$ cat src/rtl/if_fetch_stage.sv
// Instruction fetch stage: fetch PC, req/ack instruction-memory handshake,
// IF/ID output registers with a one-entry skid buffer for ID freezes.
module if_fetch_stage #(
    parameter int unsigned ADDR_W = 32,
    parameter int unsigned INSTR_W = 32,
    parameter logic [ADDR_W-1:0] RESET_PC = '0
) (
    input  logic               clk,
    input  logic               rst,
    input  logic               freeze,
    input  logic               branch_taken,
    input  logic [ADDR_W-1:0]  branch_addr,
    output logic               imem_req,
    output logic [ADDR_W-1:0]  imem_addr,
    input  logic               imem_ack,
    input  logic [INSTR_W-1:0] imem_rdata,
    output logic [ADDR_W-1:0]  pc,
    output logic [INSTR_W-1:0] instruction,
    output logic               valid
);

    typedef enum logic {
        ST_REQ,
        ST_DISCARD
    } state_t;

    state_t              state;
    logic [ADDR_W-1:0]   fetch_pc;
    logic [ADDR_W-1:0]   hold_addr;
    logic                skid_valid;
    logic [INSTR_W-1:0]  skid_instr;
    logic [ADDR_W-1:0]   skid_pc;
    logic                done;
    logic [ADDR_W-1:0]   fetch_pc_inc;

    // A full skid buffer throttles requests; DISCARD keeps the old transaction alive.
    always_comb begin
        imem_req = 1'b0;
        if (!rst) begin
            imem_req = (state == ST_DISCARD) || !skid_valid;
        end
        imem_addr = (state == ST_DISCARD) ? hold_addr : fetch_pc;
    end

    assign done         = imem_req && imem_ack;
    assign fetch_pc_inc = fetch_pc + ADDR_W'(4);

    always_ff @(posedge clk or posedge rst) begin
        if (rst) begin
            state       <= ST_REQ;
            fetch_pc    <= RESET_PC;
            hold_addr   <= '0;
            skid_valid  <= 1'b0;
            skid_instr  <= '0;
            skid_pc     <= '0;
            pc          <= '0;
            instruction <= '0;
            valid       <= 1'b0;
        end else if (branch_taken) begin
            valid       <= 1'b0;
            instruction <= '0;
            skid_valid  <= 1'b0;
            fetch_pc    <= branch_addr;
            hold_addr   <= imem_addr;
            state       <= (imem_req && !imem_ack) ? ST_DISCARD : ST_REQ;
        end else if (state == ST_DISCARD) begin
            if (imem_ack) begin
                state <= ST_REQ;
            end
        end else if (freeze) begin
            if (done) begin
                skid_valid <= 1'b1;
                skid_instr <= imem_rdata;
                skid_pc    <= fetch_pc_inc;
                fetch_pc   <= fetch_pc_inc;
            end
        end else if (skid_valid) begin
            instruction <= skid_instr;
            pc          <= skid_pc;
            valid       <= 1'b1;
            skid_valid  <= 1'b0;
        end else if (done) begin
            instruction <= imem_rdata;
            pc          <= fetch_pc_inc;
            valid       <= 1'b1;
            fetch_pc    <= fetch_pc_inc;
        end else begin
            instruction <= '0;
            valid       <= 1'b0;
        end
    end

endmodule

$ cat config.mk
export PLATFORM = sky130hd
export DESIGN_NAME = if_fetch_stage
export DESIGN_NICKNAME = d
export VERILOG_FILES = /design/src/rtl/if_fetch_stage.sv
export SDC_FILE = /design/constraint.sdc
export NUM_CORES = 1
export LEC_CHECK = 0
export CORE_MARGIN = 1.5
export CORE_UTILIZATION = 53
export DETAILED_ROUTE_END_ITERATION = 7
export GPL_ROUTABILITY_DRIVEN = 1
export PLACE_DENSITY_LB_ADDON = 0.2
export SLEW_MARGIN = 30
export SYNTH_ARGS = -nofsm -noshare
export SYNTH_HDL_FRONTEND = slang
export SYNTH_SLANG_ARGS = --single-unit
$ cat constraint.sdc
create_clock -name clk -period 7.6 [get_ports clk]
set_clock_uncertainty 0.1 [all_clocks]
set_input_delay 1.52 -clock clk [delete_from_list [all_inputs] [get_ports clk]]
set_output_delay 1.52 -clock clk [all_outputs]
set_load 0.01 [all_outputs]
==> results of run 1 <==
## logic make-up (layout without fill, tap and decap cells)
| logic type | Yosys count | count (layout) | share of synthesized area [%] |
|---|---|---|---|
| AO/OA/AOI/OAI | 130 | 130 | 7.590 |
| XOR/XNOR | 55 | 55 | 5.181 |
| adder cells (fa/ha/maj) | 1 | 1 | 0.1345 |
| buffers and inverters | 79 | 217 | 4.495 |
| flip-flops | 195 | 195 | 52.48 |
| multiplexers | 104 | 104 | 12.06 |
| AND/OR/NAND/NOR | 372 | 372 | 18.06 |
## sequential cells by signal (all words and copies together), names as in the netlist
signal,flops
skid_pc,32
valid,1
skid_valid,1
state,1
fetch_pc,32
pc,32
skid_instr,32
hold_addr,32
instruction,32
## metal layers
layer / GRT usage [%] / vias up / wire [µm]
li1: - / 3397 / -
met1: 35.12 / 3418 / 10000
met2: 36.14 / 188 / 9508
met3: 3.891 / 21 / 1014
met4: 6.930 / 0 / 294
met5: 0 / - / 0
## cell type report
type / count / area (µm²)
clock buffer: 17 / 425.4
fill: 1393 / 5649
multi-input combinational: 662 / 4019
tap: 225 / 281.5
timing repair buffer: 180 / 1777
inverter: 5 / 31.28
clock inverter: 15 / 170.2
sequential: 195 / 4883
## power groups by stage
stage	Combinational, mW	Sequential, mW	Clock, mW
floorplan	0.299	1.34	0
global placement	0.544	1.34	0
detailed placement	0.555	1.35	0
CTS	0.560	1.33	0.926
global route	0.614	1.36	0.962
finish	0.554	1.33	0.911
## metrics by stage
stage	std cells	utilization [%]	worst slack (ns)	total power [mW]
after global routing	1299	67.23	2.917	2.932
after CTS	1297	67.07	3.002	2.819
after detailed placement	1265	63.61	3.011	1.909
final	1299	67.23	3.021	2.799
after global placement	1265	63.58	3.088	1.889
after floorplan	936	-	0.6678	1.634
## worst paths after layout
kind,from,endpoint,slack [ns]
worst min register to register,valid,valid,0.38
worst min-delay path,valid,valid,0.38
min in group asynchronous,rst,hold_addr[13],1.67
worst max register to register,state,skid_instr[25],4.96
worst max-delay path,rst,imem_req,3.02
max in group asynchronous,rst,skid_pc[26],4.62
## cell usage in the layout (no fill, tap or decap), types with 20 or more instances in the layout
cell                              synthesis  final
sky130_fd_sc_hd__clkdlybuf4s50_1          0    165
sky130_fd_sc_hd__nand3_1                 43     43
sky130_fd_sc_hd__mux2i_1                 40     40
sky130_fd_sc_hd__o21ai_0                 86     86
sky130_fd_sc_hd__xor2_1                  28     28
sky130_fd_sc_hd__dfrtp_1                195    194
sky130_fd_sc_hd__o211ai_1                20     20
sky130_fd_sc_hd__nand2_1                259    259
sky130_fd_sc_hd__xnor2_1                 27     27
sky130_fd_sc_hd__mux2_2                  64     64
## worst register-to-register path: cells and delay by family (launching register included)
kind / cells / cell delay, ns
simple gates: 4 / 0.88
flops: 1 / 0.51
buf+inv: 3 / 1.10
==> implementation parameters, run 1 <==
Parameter                              Value

Synth
  Nets in the synthesized netlist ... 1006
  Register bit total from synthesis ... 195
  Number of flops mapped to enable cells by yosys ... 0
  Most used DFF post-synth ... sky130_fd_sc_hd__dfrtp_1
  Number of instances in the synthesized netlist ... 936
  Area leader, netlist ... sky130_fd_sc_hd__dfrtp_1
  Post-synthesis area per instance ... 9.933 µm²
  Yosys warns ... 0
  Area share of the largest cell type after synthesis ... 52.48%
  Share of synthesized registers carrying an async set or reset ... 100.0%
  Sequential element share of the synthesized area ... 52.48%
  Number of unique standard cell types used by synthesis ... 40
  Top area cells in the synthesized netlist ... sky130_fd_sc_hd__dfrtp_1 52%, sky130_fd_sc_hd__nand2_1 10%, sky130_fd_sc_hd__mux2_2 7.8%
  Ranking of synthesized cells by instance count ... 259 x sky130_fd_sc_hd__nand2_1, 195 x sky130_fd_sc_hd__dfrtp_1, 86 x sky130_fd_sc_hd__o21ai_0
  Most repeated cell in the gate-level netlist after synthesis ... sky130_fd_sc_hd__nand2_1
  Synth Cell Area ... 9298 µm²

STA
  Slew @ Worst Pin ... 0.8052 ns
  Number of hold violations in the final report ... 0
  Fin Hold WS ... 0.3767 ns
  Final Max Tran Viols ... 0
  Post-route fraction of the period consumed by the critical path ... 60.25%
  Remaining max-slew budget at the tightest pin ... 46.32%
  Final setup viols ... 0
  Unrepaired setup endpoints after global routing ... false
  Final setup TNS ... 0 ns
  Peak clock frequency supported by timing ... 218.4 MHz
  Post-layout minimum cycle time ... 4.579 ns

Worst hold path
  Classification of the worst-slack hold path ... flip-flop to flip-flop
  Hold-critical path depth ... 2

Placed design
  Post-detailed-placement cell area ... 10960 µm²
  Placer congestion estimate ... 0.8162
  Total half-perimeter wirelength after legalization and detailed placement ... 13.47 mm
  Buffers on Ports ... 166

Clock tree
  Total of hold buffers inserted after clock tree synthesis ... 0
  Number of buffers added for setup after CTS ... 0
  Buffers from clock root to sink, at most ... 2
  Clock latency on the worst-skew pair ... 0.43 ns
  TritonCTS clock tree ... yes
  Post-CTS Resized ... 0
  Total CTS buffers ... 17
  Clock H-tree levels ... 4
  Sinks on the clock net ... 195
  CTS clk-pin slew, worst paths ... 0.07 ns
  Root buffer selected by CTS ... sky130_fd_sc_hd__clkbuf_16

Die
  Die outline height ... 135.5 µm
  Standard-cell row count ... 48
  Effective utilization at floorplan ... 53.94%
  Die outline area ... 18350 µm²
  Horizontal die dimension ... 135.5 µm
  Core area ... 17240 µm²
  I/O pin count ... 167

Routing
  Count of nets left with antenna violations after detail routing ... 0
  Number of DRC violations after detailed routing ... 0
  Via-to-Cell Ratio ... 5.407
  Average wire per standard cell ... 16.03 µm
  Number of vias in the routed layout ... 7024
  Total Routed Length ... 20.82 mm
  First-pass DRT Iterations ... 5
  Initial DRC Count ... 438

Power
  Internal Pwr Total ... 2.007 mW
  Largest voltage drop on the vdd net ... 176.3 µV
  Portion of total power attributed to sequential cells ... 47.6%
  Leak ... 4.925 nW
  Psw ... 0.7919 mW
  Net switching fraction of the power ... 28.30%
  Pwr Density ... 241.5 nW/µm²
  Part of the power in combinational logic ... 19.8%
  Share of total power in the clock network ... 32.6%

Global route
  Number of antenna violations at the first check in global routing ... 0
  Remaining global-route overflow ... 0
  GR Util All Layers ... 23.74%
  Global-route wire length before repair ... 34.29 mm
  Largest net degree at the start of global routing ... 150
  Via count of the first global-routing pass ... 6668

Worst setup path
  Path depth of the worst reg2reg path ... 7
  Req. time, crit path ... 5.98 ns
  Critical Path, Cell by Cell ... clkdlybuf4s50_1, a21oi_1, clkdlybuf4s50_1
  Start-to-end type of the worst setup path ... input port to primary output
  Critical path's slowest cell ... sky130_fd_sc_hd__clkdlybuf4s50_1
  Buffers and inverters on the worst path ... 2
  Delay-heaviest family, CP ... buffers and inverters
  Data arrival at the endpoint of the critical path ... 2.96 ns
  Nature of the critical path startpoint ... input port
  Nature of the critical path endpoint ... primary output
  Crit path top cell by count ... sky130_fd_sc_hd__clkdlybuf4s50_1
  Highest net fanout along the worst path ... 4
  CP max stage delay ... 0.61 ns
  Count of cell instances traversed by the critical path ... 3

Outcome
  Result of the run ... complete, no violations

Finish
  Growth of design area from synthesis to finish ... 24.63%
  Total non-filler cell area in the finished layout ... 11590 µm²
  Number of antenna diodes ... 0
  Layout cell share with drive strength beyond 1 ... 12.01%
  Layout net count ... 1131

Job
  Max-cap violations ... 0
Note: power is estimated with default switching activity, not from simulation.
==> inputs of run 2 (changes only) <==
--- a/config.mk
+++ b/config.mk
@@ -6,7 +6,7 @@
 export NUM_CORES = 1
 export LEC_CHECK = 0
 export CORE_MARGIN = 1.5
-export CORE_UTILIZATION = 53
+export CORE_UTILIZATION = 48
 export DETAILED_ROUTE_END_ITERATION = 7
 export GPL_ROUTABILITY_DRIVEN = 1
 export PLACE_DENSITY_LB_ADDON = 0.2
==> constraint.sdc (replaced) <==
create_clock -name clk -period 3.9 [get_ports clk]
set_clock_uncertainty 0.1 [all_clocks]
set_input_delay 0.78 -clock clk [delete_from_list [all_inputs] [get_ports clk]]
set_output_delay 0.78 -clock clk [all_outputs]
set_load 0.01 [all_outputs]
==> run 2 against run 1 <==
  * Sequential share of layout area down 0.55 points
  * Via count down 1.5%
  * Largest cell class unchanged
  * Worst setup slack worse by 2.3 ns
  * Global-route usage down 2.2 points
  * Die area up 10%
  * Worst hold slack worse by 0.0038 ns
  * Cell count up 2.9%
  * Clock power up 110%
  * Combinational power up 97%
  * Register-to-register slack worse by 3.6 ns
  * Utilization down 4.9 points
  * Largest power group unchanged
==> implementation parameters, run 2 (synthesis gave the netlist of run 1 again) <==
Parameter                              Value

Outcome
  Result of the run ... complete, no violations

Routing
  Met3 WL ... 922 µm
  Routed length on met1 ... 10.38 mm
  Number of DRC violations after detailed routing ... 0
  Count of nets left with antenna violations after detail routing ... 0
  Number of vias in the routed layout ... 6916
  Average wire per standard cell ... 15.94 µm
  Total Routed Length ... 21.32 mm
  Met2 Wirelength ... 9.703 mm
  Top layer reached by signal wires ... met4
  Via-to-Cell Ratio ... 5.173
  Initial DRC Count ... 368
  First-pass DRT Iterations ... 4

Global route
  Number of antenna violations at the first check in global routing ... 0
  GR Util All Layers ... 21.59%
  Global-route wire length before repair ... 34.38 mm
  Remaining global-route overflow ... 0
  Via count of the first global-routing pass ... 6533
  Largest net degree at the start of global routing ... 85

Die
  Standard-cell row count ... 50
  Die outline height ... 142.2 µm
  Core area ... 18830 µm²
  Effective utilization at floorplan ... 49.38%
  Horizontal die dimension ... 142.2 µm
  I/O pin count ... 167
  Die outline area ... 20210 µm²

STA
  Worst setup margin ... 0.6891 ns
  Unrepaired setup endpoints after global routing ... false
  Post-layout minimum cycle time ... 3.211 ns
  Fin Hold WS ... 0.3730 ns
  Final Max Tran Viols ... 0
  Remaining max-slew budget at the tightest pin ... 43.59%
  Final setup viols ... 0
  Final setup TNS ... 0 ns
  Number of hold violations in the final report ... 0
  Peak clock frequency supported by timing ... 311.4 MHz
  Slew @ Worst Pin ... 0.8462 ns
  Post-route fraction of the period consumed by the critical path ... 82.33%

Finish
  Growth of design area from synthesis to finish ... 26.27%
  Number of antenna diodes ... 0
  Most frequent cells in the layout ... 259 x sky130_fd_sc_hd__nand2_1, 194 x sky130_fd_sc_hd__dfrtp_1, 165 x sky130_fd_sc_hd__clkdlybuf4s50_1, 86 x sky130_fd_sc_hd__o21ai_0, 64 x sky130_fd_sc_hd__mux2_2
  Total non-filler cell area in the finished layout ... 11740 µm²
  Commonest non-fill, non-tap cell in the layout ... sky130_fd_sc_hd__nand2_1
  Layout net count ... 1135
  Layout cell share with drive strength beyond 1 ... 12.16%
  Count of non-filler cells in the finished layout ... 1337
  Core occupancy in the finished layout ... 62.35%

Clock tree
  Post-CTS Resized ... 0
  Root buffer selected by CTS ... sky130_fd_sc_hd__clkbuf_16
  Number of buffers added for setup after CTS ... 0
  Clock latency on the worst-skew pair ... 0.43 ns
  TritonCTS clock tree ... yes
  Total CTS buffers ... 17
  Clock H-tree levels ... 4
  Sinks on the clock net ... 195
  CTS clk-pin slew, worst paths ... 0.07 ns
  Total of hold buffers inserted after clock tree synthesis ... 0
  Buffers from clock root to sink, at most ... 2

Worst setup path
  Data arrival at the endpoint of the critical path ... 2.33 ns
  Start-to-end type of the worst setup path ... flip-flop to primary output
  Nature of the critical path endpoint ... primary output
  Req. time, crit path ... 3.02 ns
  Highest net fanout along the worst path ... 28
  Nature of the critical path startpoint ... flip-flop

Power
  Portion of total power attributed to sequential cells ... 46.1%
  Share of total power in the clock network ... 34.5%
  Leak ... 4.982 nW
  Pwr Density ... 478.7 nW/µm²
  Power Total ... 5.620 mW
  Part of the power in combinational logic ... 19.4%
  Internal Pwr Total ... 4.129 mW
  Largest voltage drop on the vdd net ... 351.1 µV
  Psw ... 1.490 mW
  Net switching fraction of the power ... 26.52%

Job
  Max-cap violations ... 0

Placed design
  Placer congestion estimate ... 0.8301
  Buffers on Ports ... 166
  Post-Place Worst Slack ... 0.9154 ns
  Post-detailed-placement cell area ... 11080 µm²
  Total half-perimeter wirelength after legalization and detailed placement ... 14.16 mm
  Cell count after placement ... 1305

Worst hold path
  Classification of the worst-slack hold path ... flip-flop to flip-flop
-- run 2: cell count changes in the layout (fill, tap and decap cells not counted) --
cell	before	now
sky130_fd_sc_hd__bufinv_16	2	5
sky130_fd_sc_hd__inv_6	5	2
sky130_fd_sc_hd__buf_12	1	3
sky130_fd_sc_hd__clkbuf_8	0	2
sky130_fd_sc_hd__clkinvlp_4	4	2
sky130_fd_sc_hd__inv_8	2	0
sky130_fd_sc_hd__buf_4	14	15
sky130_fd_sc_hd__buf_6	0	1
sky130_fd_sc_hd__clkbuf_1	0	1
sky130_fd_sc_hd__clkinv_4	1	2
sky130_fd_sc_hd__inv_12	1	0
-- run 2: worst paths after layout --
check / from / to / slack, ns / cells past startpoint
hold reg to reg: skid_pc[9] / skid_pc[9] / 0.37 / 2
hold / removal: skid_pc[9] / skid_pc[9] / 0.37 / 2
setup reg to reg: state / pc[9] / 1.36 / 6
setup / recovery: state / imem_addr[30] / 0.69 / 3
max in group asynchronous: rst / pc[27] / 2.18 / 3
min in group asynchronous: rst / state / 0.78 / 2
-- run 2: worst max-delay path: stages, from the launching register on --
cell,delay [ns]
sky130_fd_sc_hd__dfrtp_1,0.74
sky130_fd_sc_hd__buf_12,0.28
sky130_fd_sc_hd__mux2_2,0.39
sky130_fd_sc_hd__clkdlybuf4s50_1,0.49
-- run 2: cell type report --
| cell class | instances | area (µm²) |
|---|---|---|
| Clock buffer | 20 | 456.7 |
| Clock inverter | 11 | 197.7 |
| Fill cell | 1561 | 7091 |
| Inverter | 5 | 22.52 |
| Multi-Input combinational cell | 662 | 4019 |
| Sequential cell | 195 | 4883 |
| Tap cell | 260 | 325.3 |
| Timing Repair Buffer | 184 | 1836 |
-- run 2: routing by layer --
metal  global-route usage, %  up-vias
met4                   6.837        0
met5                       0        -
met2                   33.02      159
li1                        -     3407
met1                   31.77     3332
met3                   3.129       18
-- run 2: power by group through the flow --
stage	registers [mW]	logic, mW	clock network (mW)
2_1_floorplan	2.60	0.583	0
3_3_place_gp	2.61	1.08	0
3_5_place_dp	2.63	1.10	0
4_1_cts	2.59	1.10	1.97
5_1_grt	2.64	1.20	2.05
6_report	2.59	1.09	1.94
==> inputs of run 3 (changes only) <==
==> constraint.sdc (replaced) <==
create_clock -name clk -period 2.7 [get_ports clk]
set_clock_uncertainty 0.1 [all_clocks]
set_input_delay 0.54 -clock clk [delete_from_list [all_inputs] [get_ports clk]]
set_output_delay 0.54 -clock clk [all_outputs]
set_load 0.01 [all_outputs]
==> run 3 against run 2 <==
  * Combinational power grew 45%
  * First-iteration DRC count grew 18%
  * Via count fell by 0.55%
  * Final area about the same
  * Register-to-register slack got worse by 1.0 ns
  * Clock power increased by 32%
  * Worst setup slack worse by 0.56 ns
  * Non-clock buffer count grew 1
  * Wire length shrank 1.2%
  * Critical path type unchanged
  * Largest power group unchanged
==> implementation parameters, run 3 (synthesis gave the netlist of run 1 again) <==
Parameter                              Value

Outcome
  Result of the run ... complete, no violations

Global route
  Via count of the first global-routing pass ... 6641
  Global-route wire length before repair ... 34.47 mm
  GR Util All Layers ... 21.60%
  Number of antenna violations at the first check in global routing ... 0
  Remaining global-route overflow ... 0
  Largest net degree at the start of global routing ... 99

STA
  Post-layout minimum cycle time ... 2.570 ns
  Unrepaired setup endpoints after global routing ... false
  Final setup viols ... 0
  Fin Hold WS ... 0.3719 ns
  Final Max Tran Viols ... 0
  Slew @ Worst Pin ... 0.8431 ns
  Number of hold violations in the final report ... 0
  Post-route fraction of the period consumed by the critical path ... 95.17%
  Peak clock frequency supported by timing ... 389.2 MHz
  Remaining max-slew budget at the tightest pin ... 43.79%

Die
  I/O pin count ... 167
  Die outline height ... 142.2 µm
  Horizontal die dimension ... 142.2 µm
  Die outline area ... 20210 µm²
  Effective utilization at floorplan ... 49.38%
  Standard-cell row count ... 50
  Core area ... 18830 µm²

Placed design
  Cell count after placement ... 1307
  Placer congestion estimate ... 0.8300
  Total half-perimeter wirelength after legalization and detailed placement ... 14.14 mm
  Buffers on Ports ... 166
  Post-detailed-placement cell area ... 11140 µm²

Routing
  Number of DRC violations after detailed routing ... 0
  Initial DRC Count ... 435
  Via-to-Cell Ratio ... 5.141
  First-pass DRT Iterations ... 5
  Average wire per standard cell ... 15.74 µm
  Total Routed Length ... 21.06 mm
  Count of nets left with antenna violations after detail routing ... 0
  Number of vias in the routed layout ... 6878

Clock tree
  CTS clk-pin slew, worst paths ... 0.07 ns
  Clock latency on the worst-skew pair ... 0.42 ns
  Clock H-tree levels ... 4
  Root buffer selected by CTS ... sky130_fd_sc_hd__clkbuf_16
  TritonCTS clock tree ... yes
  Total of hold buffers inserted after clock tree synthesis ... 0
  Total CTS buffers ... 17
  Buffers from clock root to sink, at most ... 2
  Sinks on the clock net ... 195

Worst setup path
  Highest net fanout along the worst path ... 24
  Start-to-end type of the worst setup path ... flip-flop to primary output
  Data arrival at the endpoint of the critical path ... 1.93 ns
  Nature of the critical path endpoint ... primary output
  Delay-heaviest family, CP ... buffers and inverters
  CP max stage delay ... 0.49 ns
  Buffers and inverters on the worst path ... 2
  Req. time, crit path ... 2.06 ns
  Critical Path, Cell by Cell ... buf_6, mux2_2, clkdlybuf4s50_1
  Critical path's slowest cell ... sky130_fd_sc_hd__clkdlybuf4s50_1
  Nature of the critical path startpoint ... flip-flop

Finish
  Commonest non-fill, non-tap cell in the layout ... sky130_fd_sc_hd__nand2_1
  Fill cell instance count of the final layout ... 1613
  Total non-filler cell area in the finished layout ... 11750 µm²
  Number of antenna diodes ... 0
  Count of non-filler cells in the finished layout ... 1338
  Layout cell share with drive strength beyond 1 ... 12.34%
  Most frequent cells in the layout ... 259 x sky130_fd_sc_hd__nand2_1, 194 x sky130_fd_sc_hd__dfrtp_1, 165 x sky130_fd_sc_hd__clkdlybuf4s50_1, 86 x sky130_fd_sc_hd__o21ai_0, 64 x sky130_fd_sc_hd__mux2_2
  Growth of design area from synthesis to finish ... 26.32%
  Layout net count ... 1136

Power
  Internal Pwr Total ... 5.746 mW
  Power Total ... 7.901 mW
  Largest voltage drop on the vdd net ... 441.6 µV
  Psw ... 2.155 mW
  Net switching fraction of the power ... 27.28%
  Portion of total power attributed to sequential cells ... 47.4%
  Pwr Density ... 672.7 nW/µm²
  Part of the power in combinational logic ... 20.0%
  Leak ... 4.986 nW
  Share of total power in the clock network ... 32.5%

Worst hold path
  Classification of the worst-slack hold path ... flip-flop to flip-flop

Job
  Max-cap violations ... 0
run 3: path summary, 6_finish.rpt:
kind	from	endpoint	slack (ns)	depth (start not counted)
max	state	imem_addr[26]	0.13	3
min	skid_instr[18]	skid_instr[18]	0.37	2
max reg2reg	fetch_pc[2]	pc[26]	0.33	6
min reg2reg	skid_instr[18]	skid_instr[18]	0.37	2
max in group asynchronous	rst	skid_instr[30]	1.35	3
min in group asynchronous	rst	hold_addr[11]	0.50	2
run 3: worst min-delay path: cells and delay by family, from the launching register on:
kind,cells,cell delay [ns]
flip-flops,1,0.34
AND/OR/NAND/NOR,2,0.10
run 3: per-layer routing:
layer	wire, µm	global-route usage (%)	share of wire (%)
met1	10070	31.25	48
met2	9770	33.86	46
met3	1015	4.240	4.8
met4	201	4.666	0.95
met5	0	0	0
run 3: per-stage QoR:
stage               utilization (%)  setup TNS, ns  worst slack (ns)
floorplan                         -         -89.39           -0.4584
global placement              59.16              0            0.2300
detailed placement            59.16              0            0.2193
CTS                           62.35              0           0.05296
global route                  62.37              0           0.06143
finish                        62.37              0            0.1304
run 3: layout make-up:
class / instances / area (µm²) / area share [%]
inverters: 5 / 22.52 / 0.1918
well taps: 260 / 325.3 / 2.770
flip-flops and latches: 195 / 4883 / 41.58
clock inverters: 10 / 121.4 / 1.033
clock buffers: 21 / 480.5 / 4.091
repair buffers: 185 / 1893 / 16.12
multi-input cells: 662 / 4019 / 34.22
run 3: power groups by stage:
stage	Sequential [mW]	Clock, mW	Combinational, mW
4_1_cts	3.75	2.62	1.60
2_1_floorplan	3.76	0	0.841
3_3_place_gp	3.78	0	1.57
6_report	3.75	2.57	1.58
3_5_place_dp	3.81	0	1.60
5_1_grt	3.82	2.74	1.74
run 3: timing repair:
item,4_1_cts,5_1_grt
endpoints found under the setup margin,0,3
setup buffers,0,0
resized for setup,0,1
